## config.mk

```make
export PLATFORM = sky130hd
export DESIGN_NAME = priority_request_latch_flat
export DESIGN_NICKNAME = d
export VERILOG_FILES = /design/src/rtl/priority_request_latch_pkg.sv /design/src/rtl/priority_request_latch_if.sv /design/src/rtl/priority_request_latch_enc.sv /design/src/rtl/priority_request_latch.sv /design/src/flat_wrapper.sv
export SDC_FILE = /design/constraint.sdc
export NUM_CORES = 1
export LEC_CHECK = 0
export ABC_CLOCK_PERIOD_IN_PS = 1290
export CAP_MARGIN = 20
export CORE_UTILIZATION = 40
export CTS_CLUSTER_SIZE = 10
export DETAILED_ROUTE_END_ITERATION = 12
export DONT_BUFFER_PORTS = 1
export HOLD_SLACK_MARGIN = 0.15
export SLEW_MARGIN = 30
export SYNTH_ARGS = -nofsm -noshare
export SYNTH_HDL_FRONTEND = slang
export SYNTH_SLANG_ARGS = --single-unit
```

## constraint.sdc

```tcl
create_clock -name clk -period 1.29 [get_ports clk]
set_clock_uncertainty 0.1 [all_clocks]
set_input_delay 0.258 -clock clk [delete_from_list [all_inputs] [get_ports clk]]
set_output_delay 0.258 -clock clk [all_outputs]
set_load 0.05 [all_outputs]
```

## src/rtl/priority_request_latch_pkg.sv

```systemverilog
// priority_request_latch_pkg: shared FSM state type and request code constants
package priority_request_latch_pkg;
  typedef enum logic {IDLE, OFFER} state_t;
  localparam logic [1:0] CODE_A = 2'b11;
  localparam logic [1:0] CODE_B = 2'b10;
  localparam logic [1:0] CODE_C = 2'b01;
  localparam logic [1:0] CODE_D = 2'b00;
endpackage

```

## src/rtl/priority_request_latch_if.sv

```systemverilog
// priority_request_latch_if: request lines, offered code handshake and status
interface priority_request_latch_if;
  logic A, B, C, D;
  logic W, Y, VALID, READY, OVF;
  logic [3:0] PEND;
  modport master (output A, B, C, D, READY, input W, Y, VALID, OVF, PEND);
  modport slave (input A, B, C, D, READY, output W, Y, VALID, OVF, PEND);
endinterface

```

## src/rtl/priority_request_latch_enc.sv

```systemverilog
// prio_enc4: 4-to-2 priority encoder over {A,B,C,D} with any-set flag
module prio_enc4
  import priority_request_latch_pkg::*;
(
  input  logic [3:0] pend,
  output logic [1:0] code,
  output logic       any
);
  assign code = pend[3] ? CODE_A : pend[2] ? CODE_B : pend[1] ? CODE_C : CODE_D;
  assign any = |pend;
endmodule

```

## src/rtl/priority_request_latch.sv

```systemverilog
// priority_request_latch: synchronizes async request lines, latches rising edges, offers highest-priority code
module priority_request_latch
  import priority_request_latch_pkg::*;
#(
  parameter int SYNC_STAGES = 2
) (
  input  logic clk,
  input  logic reset_n,
  priority_request_latch_if.slave bus
);
  logic [3:0] req, sync_q [SYNC_STAGES], prev_q, rise_q, pend_q, pend_d, pend_m, clr;
  logic [1:0] code_q, code_d, win;
  logic ovf_q, ovf_d, any, hs, load;
  state_t state_q, state_d;
  assign req = {bus.A, bus.B, bus.C, bus.D};
  prio_enc4 u_enc (.pend(pend_m), .code(win), .any(any));
  always_comb begin
    hs = state_q == OFFER && bus.READY;
    clr = hs ? 4'b0001 << code_q : 4'b0000;
    pend_m = pend_q & ~clr;
    // a new edge on a line being cleared this cycle re-arms it without overflow
    pend_d = pend_m | rise_q;
    ovf_d = ovf_q | |(rise_q & pend_m);
    load = state_q == IDLE || hs;
    state_d = load ? (any ? OFFER : IDLE) : state_q;
    code_d = load && any ? win : code_q;
  end
  always_ff @(posedge clk or negedge reset_n) begin
    if (!reset_n) begin
      for (int i = 0; i < SYNC_STAGES; i++) sync_q[i] <= '0;
      prev_q <= '0;
      rise_q <= '0;
      pend_q <= '0;
      ovf_q <= 1'b0;
      code_q <= CODE_D;
      state_q <= IDLE;
    end else begin
      sync_q[0] <= req;
      for (int i = 1; i < SYNC_STAGES; i++) sync_q[i] <= sync_q[i-1];
      prev_q <= sync_q[SYNC_STAGES-1];
      rise_q <= sync_q[SYNC_STAGES-1] & ~prev_q;
      pend_q <= pend_d;
      ovf_q <= ovf_d;
      code_q <= code_d;
      state_q <= state_d;
    end
  end
  assign bus.VALID = state_q == OFFER;
  assign bus.W = code_q[1];
  assign bus.Y = code_q[0];
  assign bus.OVF = ovf_q;
  assign bus.PEND = pend_q;
endmodule

```

## src/flat_wrapper.sv

```systemverilog
// flat-port wrapper written by rule: the top's interface ports become plain ports
module priority_request_latch_flat import priority_request_latch_pkg::*;
#(
  parameter int SYNC_STAGES = 2
)
  (clk, reset_n, bus_A, bus_B, bus_C, bus_D, bus_READY, bus_W, bus_Y, bus_VALID, bus_OVF, bus_PEND);
  priority_request_latch_if bus_i ();
  input  logic clk;
  input  logic reset_n;
  input wire logic [$bits(bus_i.A)-1:0] bus_A;
  input wire logic [$bits(bus_i.B)-1:0] bus_B;
  input wire logic [$bits(bus_i.C)-1:0] bus_C;
  input wire logic [$bits(bus_i.D)-1:0] bus_D;
  input wire logic [$bits(bus_i.READY)-1:0] bus_READY;
  output wire logic [$bits(bus_i.W)-1:0] bus_W;
  output wire logic [$bits(bus_i.Y)-1:0] bus_Y;
  output wire logic [$bits(bus_i.VALID)-1:0] bus_VALID;
  output wire logic [$bits(bus_i.OVF)-1:0] bus_OVF;
  output wire logic [$bits(bus_i.PEND)-1:0] bus_PEND;
  assign bus_i.A = bus_A;
  assign bus_i.B = bus_B;
  assign bus_i.C = bus_C;
  assign bus_i.D = bus_D;
  assign bus_i.READY = bus_READY;
  assign bus_W = bus_i.W;
  assign bus_Y = bus_i.Y;
  assign bus_VALID = bus_i.VALID;
  assign bus_OVF = bus_i.OVF;
  assign bus_PEND = bus_i.PEND;
  priority_request_latch #(.SYNC_STAGES(SYNC_STAGES)) u_core (.clk(clk), .reset_n(reset_n), .bus(bus_i));
endmodule
```

Word-level counts from Yosys, hierarchy flattened

Cells that the tools add are included.

Output and inout bits: 8
Register bits after elaboration: 24

Reduce and logical (&&, ||, !) cells: 5
Bitwise gates (word level): 8
Multiplexer cells: 5
Shift-type cells: 1

Operators with widths:

| kind                | number |
|---|---|
| $and 4x4->4         | 3 |
| $not 4->4           | 2 |
| $reduce_or 4->1     | 2 |
| $mux 2              | 2 |
| $mux 4              | 1 |
| $or 4x4->4          | 1 |
| $shl 1x2->4 const A | 1 |
| $logic_and 1x1->1   | 2 |
| $mux 1              | 2 |
| $logic_or 1x1->1    | 1 |
| $not 1->1           | 1 |
| $or 1x1->1          | 1 |

Logic depth before layout (Yosys ltp)

Depth after elaboration: 7
Gate-level depth with buffers: 5
Mapped depth without buffers: 4

Cells and area by module

A second synthesis with hierarchy kept.

Cells, all modules: 55
Area, all modules: 805.8 sq um

By module, submodules not included:

| module                 | seq. area each (sq um) | cells each | area an instance (sq um) | instances |
|---|---|---|---|---|
| priority_request_latch | 600.6                  | 51         | 782.0                    | 1 |
| prio_enc4              | 0.0                    | 4          | 23.8                     | 1 |

Worst setup path before layout

OpenSTA, ideal clock, no wires.

Path type: reg-to-reg
From: register u_core.code_q[0]
To: register u_core.code_q[0]
Path slack: -0.450 ns
Library setup time: 0.126 ns
Cell stages (with the launch flop): 6
Clock period less this slack: 1.740 ns
Arrival: 1.514 ns
Path through: dfrtp_1 -> buf_6 -> mux2i_1 -> a311o_1 -> a21boi_1 -> mux2i_1

Word-level cells in the longest chain between the ends: 7
Elaborated cells on any way between the ends: 9
Those cells by class: 1 x shift; 4 x mux; 2 x bitwise; 2 x reduce/logical

RTL lines:

| item                   | line                            | source |
|---|---|---|
| from (decl)            | priority_request_latch.sv:12    | `logic [1:0] code_q, code_d, win;` |
| from (signal assigned) | priority_request_latch.sv:44    | `code_q <= code_d;` |
| $shl 1x2->4 (*)        | priority_request_latch.sv:19    | `clr = hs ? 4'b0001 << code_q : 4'b0000;` |
| $mux 4 (*)             | priority_request_latch.sv:19    |  |
| $not 4->4 (*)          | priority_request_latch.sv:20    | `pend_m = pend_q & ~clr;` |
| $and 4x4->4 (*)        | priority_request_latch.sv:20    |  |
| $mux 1                 | priority_request_latch_enc.sv:9 | `assign code = pend[3] ? CODE_A : pend[2] ? CODE_B : pend[1] ? CODE_C : CODE_D;` |
| $mux 2 (2 in series)   | priority_request_latch_enc.sv:9 |  |

Every way passes the cells marked *; elsewhere a longest branch is shown, timed or not.
A chain may end at the register's enable or synchronous reset.

Worst setup path after layout

Ends and elaborated chain as after synthesis.

==> key figures <==
Critical path
  – Critical path fanouts, max: 4
  – Critical setup path kind: register to register
  – Reg2reg setup slack: -0.15 ns
  – CP Launch Type: register
  – CP Data Arrival Time: 1.57 ns
  – Req. time, crit path: 1.42 ns
  – CP endpoint kind: register

Floorplan
  – Die height: 48.9 um
  – Core region area: 0.00202 mm^2
  – Die footprint: 0.00239 mm^2
  – Starting Density: 43.4%
  – IO Pins: 15
  – Die width: 48.9 um
  – # rows: 16

Drt
  – Post-route ant nets: 0
  – Via/cell ratio: 5.07
  – Total number of vias: 664
  – Routed len/inst: 13.6 um
  – First-pass DRT Iterations: 4
  – Drt initial violations: 9
  – Routed WL: 1.78 mm
  – DRC Markers: 0

STA
  – Period utilisation layout: 112%
  – RSZ-0062 raised after global routing: yes
  – F_max: 0.695 GHz
  – Setup ws final: -0.149 ns
  – Worst rel slew slack: 85.3%
  – Tmin final: 1.44 ns
  – Hold Worst Slack: 0.165 ns
  – Actual slew at the worst max-slew pin: 0.219 ns
  – Hold Violations, Final: 0
  – Fin. max-slew vios: 0
  – Final Setup Violations: 7

Power and ir drop
  – Sw Share: 37.1%
  – Pwr Total: 3.04 mW
  – Comb power frac: 49.1%
  – P_int: 1.92 mW
  – Clock power share: 17.5%
  – Power Density: 2300 mW/mm^2
  – LEAKAGE: 0.589 nW
  – Reg power frac: 33.5%
  – Switching pwr: 1.13 mW
  – Maximum VDD drop: 0.00129 V

Finish
  – Fin nets: 112
  – Register area: 607 um^2
  – Antenna fix cells: 0
  – Multi-input gate area: 283 um^2
  – Area growth syn-to-layout: 51.0%
  – Final Non-Filler Cells: 131
  – Layout cells sized above 1: 41.3%
  – Final instance area: 0.00133 mm^2
  – Fillers: 151

Placement
  – DP Wirelength: 1.05 mm
  – GPL Wtd Cong: 0.783
  – Port bufs: 0
  – Post-placement cell count: 111
  – DP Area: 0.00103 mm^2

Synthesis
  – Yosys top cell by area: dfrtp_1
  – Avg Cell Area, Syn: 12.7 um^2
  – Synth Warn #: 0
  – Yosys top cell area share: 68.4%
  – Post-synth cell types: 24
  – EDFF count, synth: 0
  – Mapped cell area: 878 um^2
  – Net Count, Synth: 76
  – Asr flop ratio synth: 100%
  – #FFs+latches synth: 24
  – Synth Instances: 69
  – List of most frequent post-synthesis cells: dfrtp_1 (24), nor2b_1 (5), nor2_1 (4), o21ai_0 (4)
  – Top cells by area, synth: dfrtp_1 (68%), nor2b_1 (3.6%), mux2i_1 (3.4%)
  – Sequential share of the synthesized area: 68.4%
  – Primary FF master, synth: dfrtp_1
  – Most numerous cell in the Yosys netlist: dfrtp_1

Clocking
  – Number of CTS-inserted buffers: 3
  – H-tree Lvls: 1
  – Max clock buf depth: 2
  – Root Buffer: clkbuf_4
  – Skew-Pair Late Insertion Delay: 0.31 ns
  – Clock slew at reported path FFs: 0.12 ns
  – Clock sink total: 24
  – CTS tree: yes

Flow run
  – MaxCap Viol Count: 0

Status
  – Status: finished with violations
  – Failing checks: setup timing

GRT
  – Largest net degree at the start of global routing: 25
  – Initial antenna violation count: 0
  – Grt ovf: 0
  – First-pass GRT wire length: 2.86 mm
  – Global Route Usage Sum: 15.7%
  – Vias in the first global route: 670

Hold path
  – Hold crit path type: input port to register
==> path summary, 6_finish.rpt <==
kind / from / to / cells past startpoint
max in group asynchronous: reset_n / u_core.code_q[1]$_DFFE_PN0P_ / 2
setup / recovery: u_core.code_q[0]$_DFFE_PN0P_ / u_core.code_q[0]$_DFFE_PN0P_ / 4
hold reg to reg: u_core.sync_q[5]$_DFF_PN0_ / u_core.sync_q[1]$_DFF_PN0_ / 0
setup reg to reg: u_core.code_q[0]$_DFFE_PN0P_ / u_core.code_q[0]$_DFFE_PN0P_ / 4
hold / removal: bus_READY / u_core.bus.PEND[0]$_DFF_PN0_ / 3
min in group asynchronous: reset_n / u_core.sync_q[1]$_DFF_PN0_ / 2
==> stage by stage <==
| stage | worst slack (ns) | setup TNS [ns] | utilization (%) |
|---|---|---|---|
| global route | -0.239 | -1.04 | 65.6 |
| CTS | -0.129 | -0.507 | 62.9 |
| floorplan | -0.303 | -0.522 | - |
| finish | -0.149 | -0.634 | 65.6 |
| detailed placement | -0.126 | -0.126 | 51.2 |
| global placement | -0.0642 | -0.0642 | 51.2 |
==> cells by family (layout without fill, tap and decap cells) <==
kind of cell	count (synthesis)	count (layout)	share of synthesized area, %
AOI/OAI and AO/OA	16	16	12.4
buffers and inverters	6	41	3.42
DFF	24	24	68.4
muxes	3	3	3.42
and+or+nand+nor	20	20	12.4
==> sequential cells by signal (all words and copies together) (netlist names) <==
| register | count |
|---|---|
| u_core.bus.VALID | 1 |
| u_core.prev_q | 4 |
| u_core.bus.PEND | 4 |
| u_core.rise_q | 4 |
| u_core.code_q | 2 |
| u_core.bus.OVF | 1 |
| u_core.sync_q | 8 |
==> what timing repair did <==
action,in CTS,in global routing
hold buffers,5,2
setup endpoints to repair,8,13
gates resized for setup,17,5
hold endpoints to repair,29,24
buffers inserted,8,1
pin swaps,0,1
==> cell type report <==
class                           count  share of cell area [%]
Sequential cell                    24                    45.8
Timing Repair Buffer               34                    25.6
Multi-Input combinational cell     39                    21.3
Clock buffer                        3                    1.70
Clock inverter                      1                    2.26
Inverter                            3                   0.849
Tap cell                           27                    2.55
==> power by group through the flow <==
| stage | logic, mW | clock network, mW | registers (mW) |
|---|---|---|---|
| global route | 1.58 | 0.576 | 1.04 |
| global placement | 1.01 | 0 | 1.03 |
| detailed placement | 1.02 | 0 | 1.03 |
| finish | 1.49 | 0.532 | 1.02 |
| floorplan | 0.417 | 0 | 1.32 |
| CTS | 1.39 | 0.543 | 1.01 |
==> worst max-delay path, stage by stage (launching register included) <==
cell,delay (ns)
dfrtp_2,0.45
mux2i_2,0.25
a311o_1,0.21
a21boi_2,0.17
mux2i_1,0.19
==> layout by cell type, fill, tap and decap left out, types with 2 or more instances in the layout <==
master         count
dfrtp_1           19
buf_4             15
buf_6              9
dlygate4sd3_1      6
nor2b_1            5
dfrtp_2            5
o21ai_0            4
nand3_1            3
nand2b_1           3
inv_1              3
clkbuf_4           3
buf_8              3
o211ai_1           2
nand4_1            2
a31oi_1            2
nor2_1             2
nor2_2             2
mux2i_1            2
==> layer usage <==
layer / vias up / GRT usage, % / share of wire, %
met5: - / 0 / 0
met1: 333 / 20.0 / 47
li1: 313 / - / -
met4: 0 / 5.88 / 0.73
met3: 2 / 2.80 / 2.5
met2: 16 / 26.6 / 49
No activity file was read; power rests on OpenSTA's default activity.
